## src/rtl/pipeline_pkg.sv

```systemverilog
// Shared decode definitions for pipeline stage 1: state encoding, length
// constants and the opcode length rule.
package pipeline_pkg;

    typedef enum logic [1:0] {
        IDLE   = 2'd0,
        IMM_LO = 2'd1,
        IMM_HI = 2'd2
    } state_e;

    localparam logic [1:0] LEN1   = 2'd1;
    localparam logic [1:0] LEN2   = 2'd2;
    localparam logic [1:0] LEN3   = 2'd3;
    localparam logic [7:0] NOP_OP = 8'h00;

    // Top two opcode bits select total instruction length; NOP (0x00) is 1 byte.
    function automatic logic [1:0] op_len(input logic [7:0] op);
        logic [1:0] len;
        case (op[7:6])
            2'b11:   len = LEN3;
            2'b10:   len = LEN2;
            default: len = LEN1;
        endcase
        return len;
    endfunction

endpackage

```

## src/rtl/pipeline_stage1_decode.sv

```systemverilog
// Pipeline stage 1: assembles opcode plus 0..2 little-endian immediate bytes
// from the fetch byte stream and holds each complete instruction for stage 2.
module pipeline_stage1_decode
    import pipeline_pkg::*;
#(
    parameter int IMM_W = 16
) (
    input  logic             ClockIn,
    input  logic             ResetIn_n,
    input  logic [7:0]       PipeIn,
    input  logic             PipeValid,
    input  logic             Flush,
    input  logic             Stall,
    output logic [7:0]       InstrOut,
    output logic [IMM_W-1:0] ImmOut,
    output logic [1:0]       InstrLen,
    output logic             InstrValid,
    output logic             FetchSurpressOut
);

    // Handshake: a held instruction (InstrValid=1) transfers to stage 2 on any
    // cycle with Stall=0. A fetch byte is consumed only when PipeValid=1, no
    // held instruction is stalled (FetchSurpressOut=0) and Flush=0; otherwise
    // the fetch stage replays the same byte next cycle.
    state_e           state_q, state_d;
    logic [7:0]       stage_op_q, stage_op_d;
    logic [7:0]       stage_lo_q, stage_lo_d;
    logic [7:0]       instr_q, instr_d;
    logic [IMM_W-1:0] imm_q, imm_d;
    logic [1:0]       len_q, len_d;
    logic             valid_q, valid_d;

    logic             fetch_suppress;
    logic             accept;
    logic             xfer;
    logic             load;

    always_comb begin
        state_d    = state_q;
        stage_op_d = stage_op_q;
        stage_lo_d = stage_lo_q;
        instr_d    = instr_q;
        imm_d      = imm_q;
        len_d      = len_q;
        valid_d    = valid_q;
        load       = 1'b0;

        fetch_suppress = valid_q & Stall & ~Flush;
        accept         = PipeValid & ~fetch_suppress & ~Flush;
        xfer           = valid_q & ~Stall;

        if (Flush) begin
            state_d    = IDLE;
            stage_op_d = NOP_OP;
            stage_lo_d = 8'h00;
            valid_d    = 1'b0;
        end else begin
            if (accept) begin
                case (state_q)
                    IDLE: begin
                        if (op_len(PipeIn) == LEN1) begin
                            load    = 1'b1;
                            instr_d = PipeIn;
                            imm_d   = '0;
                            len_d   = LEN1;
                        end else begin
                            stage_op_d = PipeIn;
                            state_d    = IMM_LO;
                        end
                    end
                    IMM_LO: begin
                        stage_lo_d = PipeIn;
                        if (op_len(stage_op_q) == LEN2) begin
                            load    = 1'b1;
                            instr_d = stage_op_q;
                            imm_d   = IMM_W'({8'h00, PipeIn});
                            len_d   = LEN2;
                            state_d = IDLE;
                        end else begin
                            state_d = IMM_HI;
                        end
                    end
                    IMM_HI: begin
                        load    = 1'b1;
                        instr_d = stage_op_q;
                        imm_d   = IMM_W'({PipeIn, stage_lo_q});
                        len_d   = LEN3;
                        state_d = IDLE;
                    end
                    default: state_d = IDLE;
                endcase
            end
            // Load and transfer in the same cycle keep valid high: no bubble.
            if (load) begin
                valid_d = 1'b1;
            end else if (xfer) begin
                valid_d = 1'b0;
            end
        end
    end

    always_ff @(posedge ClockIn or negedge ResetIn_n) begin
        if (!ResetIn_n) begin
            state_q    <= IDLE;
            stage_op_q <= NOP_OP;
            stage_lo_q <= 8'h00;
            instr_q    <= NOP_OP;
            imm_q      <= '0;
            len_q      <= 2'd0;
            valid_q    <= 1'b0;
        end else begin
            state_q    <= state_d;
            stage_op_q <= stage_op_d;
            stage_lo_q <= stage_lo_d;
            instr_q    <= instr_d;
            imm_q      <= imm_d;
            len_q      <= len_d;
            valid_q    <= valid_d;
        end
    end

    assign InstrOut         = instr_q;
    assign ImmOut           = imm_q;
    assign InstrLen         = len_q;
    assign InstrValid       = valid_q;
    assign FetchSurpressOut = valid_q & Stall & ~Flush;

endmodule

```

## config.mk

```make
export PLATFORM = sky130hd
export DESIGN_NAME = pipeline_stage1_decode
export DESIGN_NICKNAME = d
export VERILOG_FILES = /design/src/rtl/pipeline_pkg.sv /design/src/rtl/pipeline_stage1_decode.sv
export SDC_FILE = /design/constraint.sdc
export NUM_CORES = 1
export LEC_CHECK = 0
export BUFFER_PORTS_ARGS = -buffer_cell sky130_fd_sc_hd__buf_4
export CORE_UTILIZATION = 45
export CTS_CLUSTER_SIZE = 10
export DETAILED_ROUTE_END_ITERATION = 10
export PLACE_DENSITY_LB_ADDON = 0.3
export SETUP_SLACK_MARGIN = 0.5
export SLEW_MARGIN = 5
export SYNTH_ARGS = -nofsm -noshare
export SYNTH_HDL_FRONTEND = slang
export SYNTH_SLANG_ARGS = --single-unit
export TNS_END_PERCENT = 20
```

## constraint.sdc

```tcl
create_clock -name ClockIn -period 2.56 [get_ports ClockIn]
set_input_delay 0.768 -clock ClockIn [delete_from_list [all_inputs] [get_ports ClockIn]]
set_output_delay 0.768 -clock ClockIn [all_outputs]
set_load 0.1 [all_outputs]
```

=== Yosys cells after proc, flatten, opt, wreduce, memory -nomap -nowiden ===
Index checks and enable logic that the tools add are counted.
W data, S select, Z words.

* Bits of input ports: 13
* Flip-flop bits (word level): 45

* Equality and inequality tests: 12
* Bitwise operators: 8
* Mux-type cells: 37
* Reduce and logical (&&, ||, !) cells: 10

{| class="wikitable"
|+ Operators by type and width
! cell !! number
|-
| $mux W8 || 9
|-
| $pmux W16 S3 || 1
|-
| $mux W16 || 2
|-
| $mux W2 || 12
|-
| $pmux W8 S3 || 1
|-
| $eq A2 B2 Y1 const B || 6
|-
| $pmux W2 S2 || 3
|-
| $mux W1 || 7
|-
| $ne A2 B2 Y1 const B || 3
|-
| $pmux W2 S3 || 1
|-
| $reduce_bool A2 Y1 || 3
|-
| $reduce_bool A3 Y1 || 2
|-
| $and A1 B1 Y1 || 5
|-
| $reduce_and A5 Y1 || 1
|-
| $eq A2 B1 Y1 const B || 2
|-
| $reduce_and A2 Y1 || 2
|-
| $ne A3 B3 Y1 const B || 1
|-
| $not A1 Y1 || 3
|-
| $pmux W1 S3 || 1
|-
| $reduce_and A3 Y1 || 1
|-
| $logic_not A2 Y1 || 1
|}

=== Longest topological paths before layout ===
* Depth in word-level cells: 14
* Mapped depth: 7

=== Worst setup path before layout ===
OpenSTA, ideal clock, no wires.

* Kind: flip-flop to output port
* Start point: register valid_q, in the netlist InstrValid
* End point: output FetchSurpressOut
* Path slack: -704 ps
* Buffers on the path: 0
* Arrival time: 2496 ps
* Stages on the path, launching flop included: 3
* Cells stage by stage: dfrtp_1 -> nand2_1 -> nor2_1

* Longest elaborated chain between the ends: 2

{| class="wikitable"
|+ Ends and longest elaborated chain
! what !! line !! text
|-
| start, declared || pipeline_stage1_decode.sv:31 || <nowiki>logic valid_q, valid_d;</nowiki>
|-
| start signal, assigned || pipeline_stage1_decode.sv:118 || <nowiki>valid_q <= valid_d;</nowiki>
|-
| $and A1 B1 Y1 (2 in series) || pipeline_stage1_decode.sv:126 || <nowiki>assign FetchSurpressOut = valid_q & Stall & ~Flush;</nowiki>
|-
| end, declared || pipeline_stage1_decode.sv:18 || <nowiki>output logic FetchSurpressOut</nowiki>
|}

Every way passes these cells.

=== Worst setup path in the final report ===
* Start point: input Stall
* End point: output FetchSurpressOut

* Longest elaborated chain between the ends: 2

{| class="wikitable"
|+ Ends and longest elaborated chain
! what !! line !! text
|-
| start, declared || pipeline_stage1_decode.sv:13 || <nowiki>input logic Stall,</nowiki>
|-
| $and A1 B1 Y1 (2 in series) || pipeline_stage1_decode.sv:126 ||
|}

Every way passes these cells.

==> results <==
- The flow ran to the end, and the final reports show no timing, DRC or antenna violations.
- Entering global routing, the biggest net connects 46 pins.
- The synthesized design contains 45 register bits.
- The final count of hold timing violations is 0.
- The startpoint-to-endpoint class of the critical path is input pin to output port.
- Setup repair after global routing could not meet its margin everywhere.
- The mapped cell area is about 2100 sq um.
- Synthesis handed over a netlist of around 170 instances.
- The clock insertion delay at the later pin of the skew report is around 0.30 ns.
- Counting every net in the synthesized netlist gives ~180.
- STA classifies the critical path startpoint as an input pin.
- For this design the top-level I/O count stands at 41.
- After global routing the overflow that remains totals 0.
- From synthesis to final layout, the design area changed by 22.0%.
- In this run the core area contains 24 standard-cell rows.
- Counting both buffers and inverters, the worst setup path holds a total of 2.
- The total stage count of the critical path is 4.
- The number of maximum-capacitance violations is 0.
- The die covers 5040 sq um.
- The first-pass iteration count of the detailed router is 6.
- The setup total negative slack is 0 ns.
- In the layout the commonest cells are sky130_fd_sc_hd__dfrtp_1 (44), sky130_fd_sc_hd__buf_4 (43), sky130_fd_sc_hd__a22o_1 (16).
- The reg-to-reg critical path endpoint is InstrOut[0]$_DFFE_PN0P_.
- The number of nets in the final layout is roughly 230.
- The share of layout cells above drive strength 1 is between 40% and 50%.
- The cell at the root of the clock tree is sky130_fd_sc_hd__clkbuf_8.
- The number of cells on the worst reg-to-reg path is 6.
- The global routing's busiest layer is met2.
- The power per cell area is approximately 820 nW/um^2.
- The signal on the critical path passes through buf_4 > nand2_2 > nor2_4 > buf_8.
- The worst-path cell with the longest stage delay is sky130_fd_sc_hd__buf_8.
- The number of CTS-inserted buffers is 5.
- The worst pin sits at a relative slew slack of 46.4%.
- In this run the horizontal extent of the chip is between 70 and 80 microns.
- The TritonCTS clock tree is built.
- STA puts the critical path data required time at 1.79 ns.
- The total count of max-transition violations in the final report is 0.
- The most common cell after layout, fill and taps aside is sky130_fd_sc_hd__dfrtp_1.
- Final hold analysis gives a worst-case slack of around 0.46 ns.
- The floorplan step defined a core boundary enclosing about 4500 sq um.
- The total routed wirelength is 4540 microns.
- The class of the tightest hold or removal check is input pin to async pin.
- After synthesis, the mean cell area works out to between 10 and 15 sq um.
- The leakage power figure is between 1 and 1.5 nW.
- The clock tree buffer depth is 2.
- The total of warnings raised by yosys is 0.
- Subtracting the final worst setup slack from the clock period gives roughly 2.1 ns.
- The kind of end point of the critical path is an output port.
- The number of antenna violations at the first check in global routing is 0.
- The die outline height is 71.0 microns.
- For this run, the total global-route usage over all layers was measured as a little under 20%.
- The number of nets with antenna violations after routing is 0.
- For this run, the top clock speed supported by timing is roughly 480 MHz.
- STA puts the critical path data arrival time at roughly 1.3 ns.
- The share of the cycle needed by the critical path after routing is around four fifths.
- In the final routed layout, each cell accounts on average for 17.3 microns.
- The first global-routing pass estimated approximately 7500 microns of wire.
- The register clock-pin slew on the reported worst setup and hold paths is 0.09 ns.
- In the routed design, unresolved DRC markers number 0.
- The final core area utilization is approximately three fifths.
- The first routing iteration left 90 violations.
- The via count of the first global-routing pass came to between 1000 and 1500.
- Clock skew on the completed layout was measured at about 0.0095 ns.
- For this run, global-route usage on met1 was measured as between 20% and 30%.
- The largest stage delay on the critical path is between 0.2 and 0.25 ns.
- In this run the number of H-tree levels came out at 2.
- The half-perimeter wire length after detailed placement is 3020 microns.
- The slew at the pin closest to its max-slew limit is approximately 0.79 ns.
- The routed layout has approximately 1500 vias.
- The number of clock sinks is between 40 and 50.
- The starting density of the core is between 40% and 50%.
- The worst-case IR drop observed on VDD is around 0.0004 V.
- In this run the register-to-register setup slack is 0.57 ns.
- The number of buffers added on ports is 40.
- The share of the Yosys chip area taken by registers is a little over half.
- The global-route met3 utilization is 4.70%.
- In this run the critical register-to-register path is launched from state_q[0]$_DFFE_PN0P_.
- The peak fanout along the critical path is 5.
- Setup violations remaining at the end of the flow were counted as 0.
- The cell family with the largest share of critical-path delay is buffers and inverters.
- The met2 demand-to-capacity share in global routing is between 20% and 30%.
- In the routed layout, each cell is associated on average with a via count of 5.67.
- 0 antenna diodes ended up in the layout.
- The final weighted congestion of routability-driven global placement is approximately 0.85.
- The number of different library cells used by synthesis comes to 27.
## worst max-delay path by stage
stage,slack (ns),start,end
after global placement,0.30,Stall,InstrOut[2]$_DFFE_PN0P_
after detailed placement,0.27,Stall,InstrLen[1]$_DFFE_PN0P_
final,0.49,Stall,FetchSurpressOut
after floorplan,0.36,PipeIn[7],ImmOut[5]$_DFFE_PN0P_
after CTS,0.50,Stall,FetchSurpressOut
after global routing,0.47,Stall,FetchSurpressOut
## power by group
group	switching, W	internal [W]	total (W)
clock network	0.000238	0.000318	0.000557
registers	0.0000429	0.000779	0.000822
logic	0.000553	0.000206	0.000759
## final cells by class
class / instances / area, sq um
clock inverter: 1 / 30.0
inverter: 13 / 48.8
fill: 378 / 1860
clock buffer: 7 / 86.3
timing repair buffer: 46 / 360
sequential: 45 / 1130
multi-input combinational: 99 / 897
tap: 52 / 65.1
## routing by layer
metal	share of wire (%)	routed length [microns]
met1	45	2050
met2	49	2240
met3	4.4	198
met4	1.0	46
met5	0	0
## metrics by stage
step / total power, W / std cells / setup slack [ns] / area (sq um)
detailed placement: 0.00159 / 253 / 0.274 / 2460
floorplan: 0.00143 / 167 / 0.359 / 2160
global placement: 0.00158 / 253 / 0.295 / 2460
global route: 0.00222 / 263 / 0.472 / 2620
finish: 0.00214 / 263 / 0.493 / 2620
CTS: 0.00215 / 262 / 0.498 / 2600
## flip-flops by register name, indices dropped and copies added, names as in the netlist
register,count
InstrLen,2
ImmOut,16
stage_op_q,8
state_q,2
stage_lo_q,8
InstrOut,8
InstrValid,1
## kinds of logic after synthesis
group | after synthesis | share of synthesized area, %
AO/OA/AOI/OAI | 34 | 12.7
multiplexers | 34 | 19.5
flip-flops | 45 | 52.5
buffers and inverters | 23 | 6.30
adder cells (fa/ha/maj) | 4 | 2.34
AND/OR/NAND/NOR | 27 | 6.60
## what timing repair did
item	in CTS	in global routing
buffers inserted	1	1
resized for setup	3	3
cloned	0	0
endpoints found under the setup margin	19	19
hold buffers	0	0
## synthesized netlist by cell type (all sizes together)
cell type  number  area (sq um)
a31oi           2          12.5
or4             1          7.51
dfrtp          45          1130
nand2          11          41.3
o211ai          1          7.51
a41oi           1          8.76
ha              4          50.1
nand2b          2          20.0
clkbuf          5          18.8
a31o            1          8.76
a21o            1          7.51
nor3            3          15.0
a22oi           8          60.1
mux2           26           338
a21oi           1          5.00
nor2b           8          50.1
a22o           16           140
o21a            1          7.51
nor2            2          7.51
mux2i           8          80.1
a211oi          2          15.0
inv            13          48.8
buf             5          67.6
Note: power is estimated with default switching activity, not from simulation.
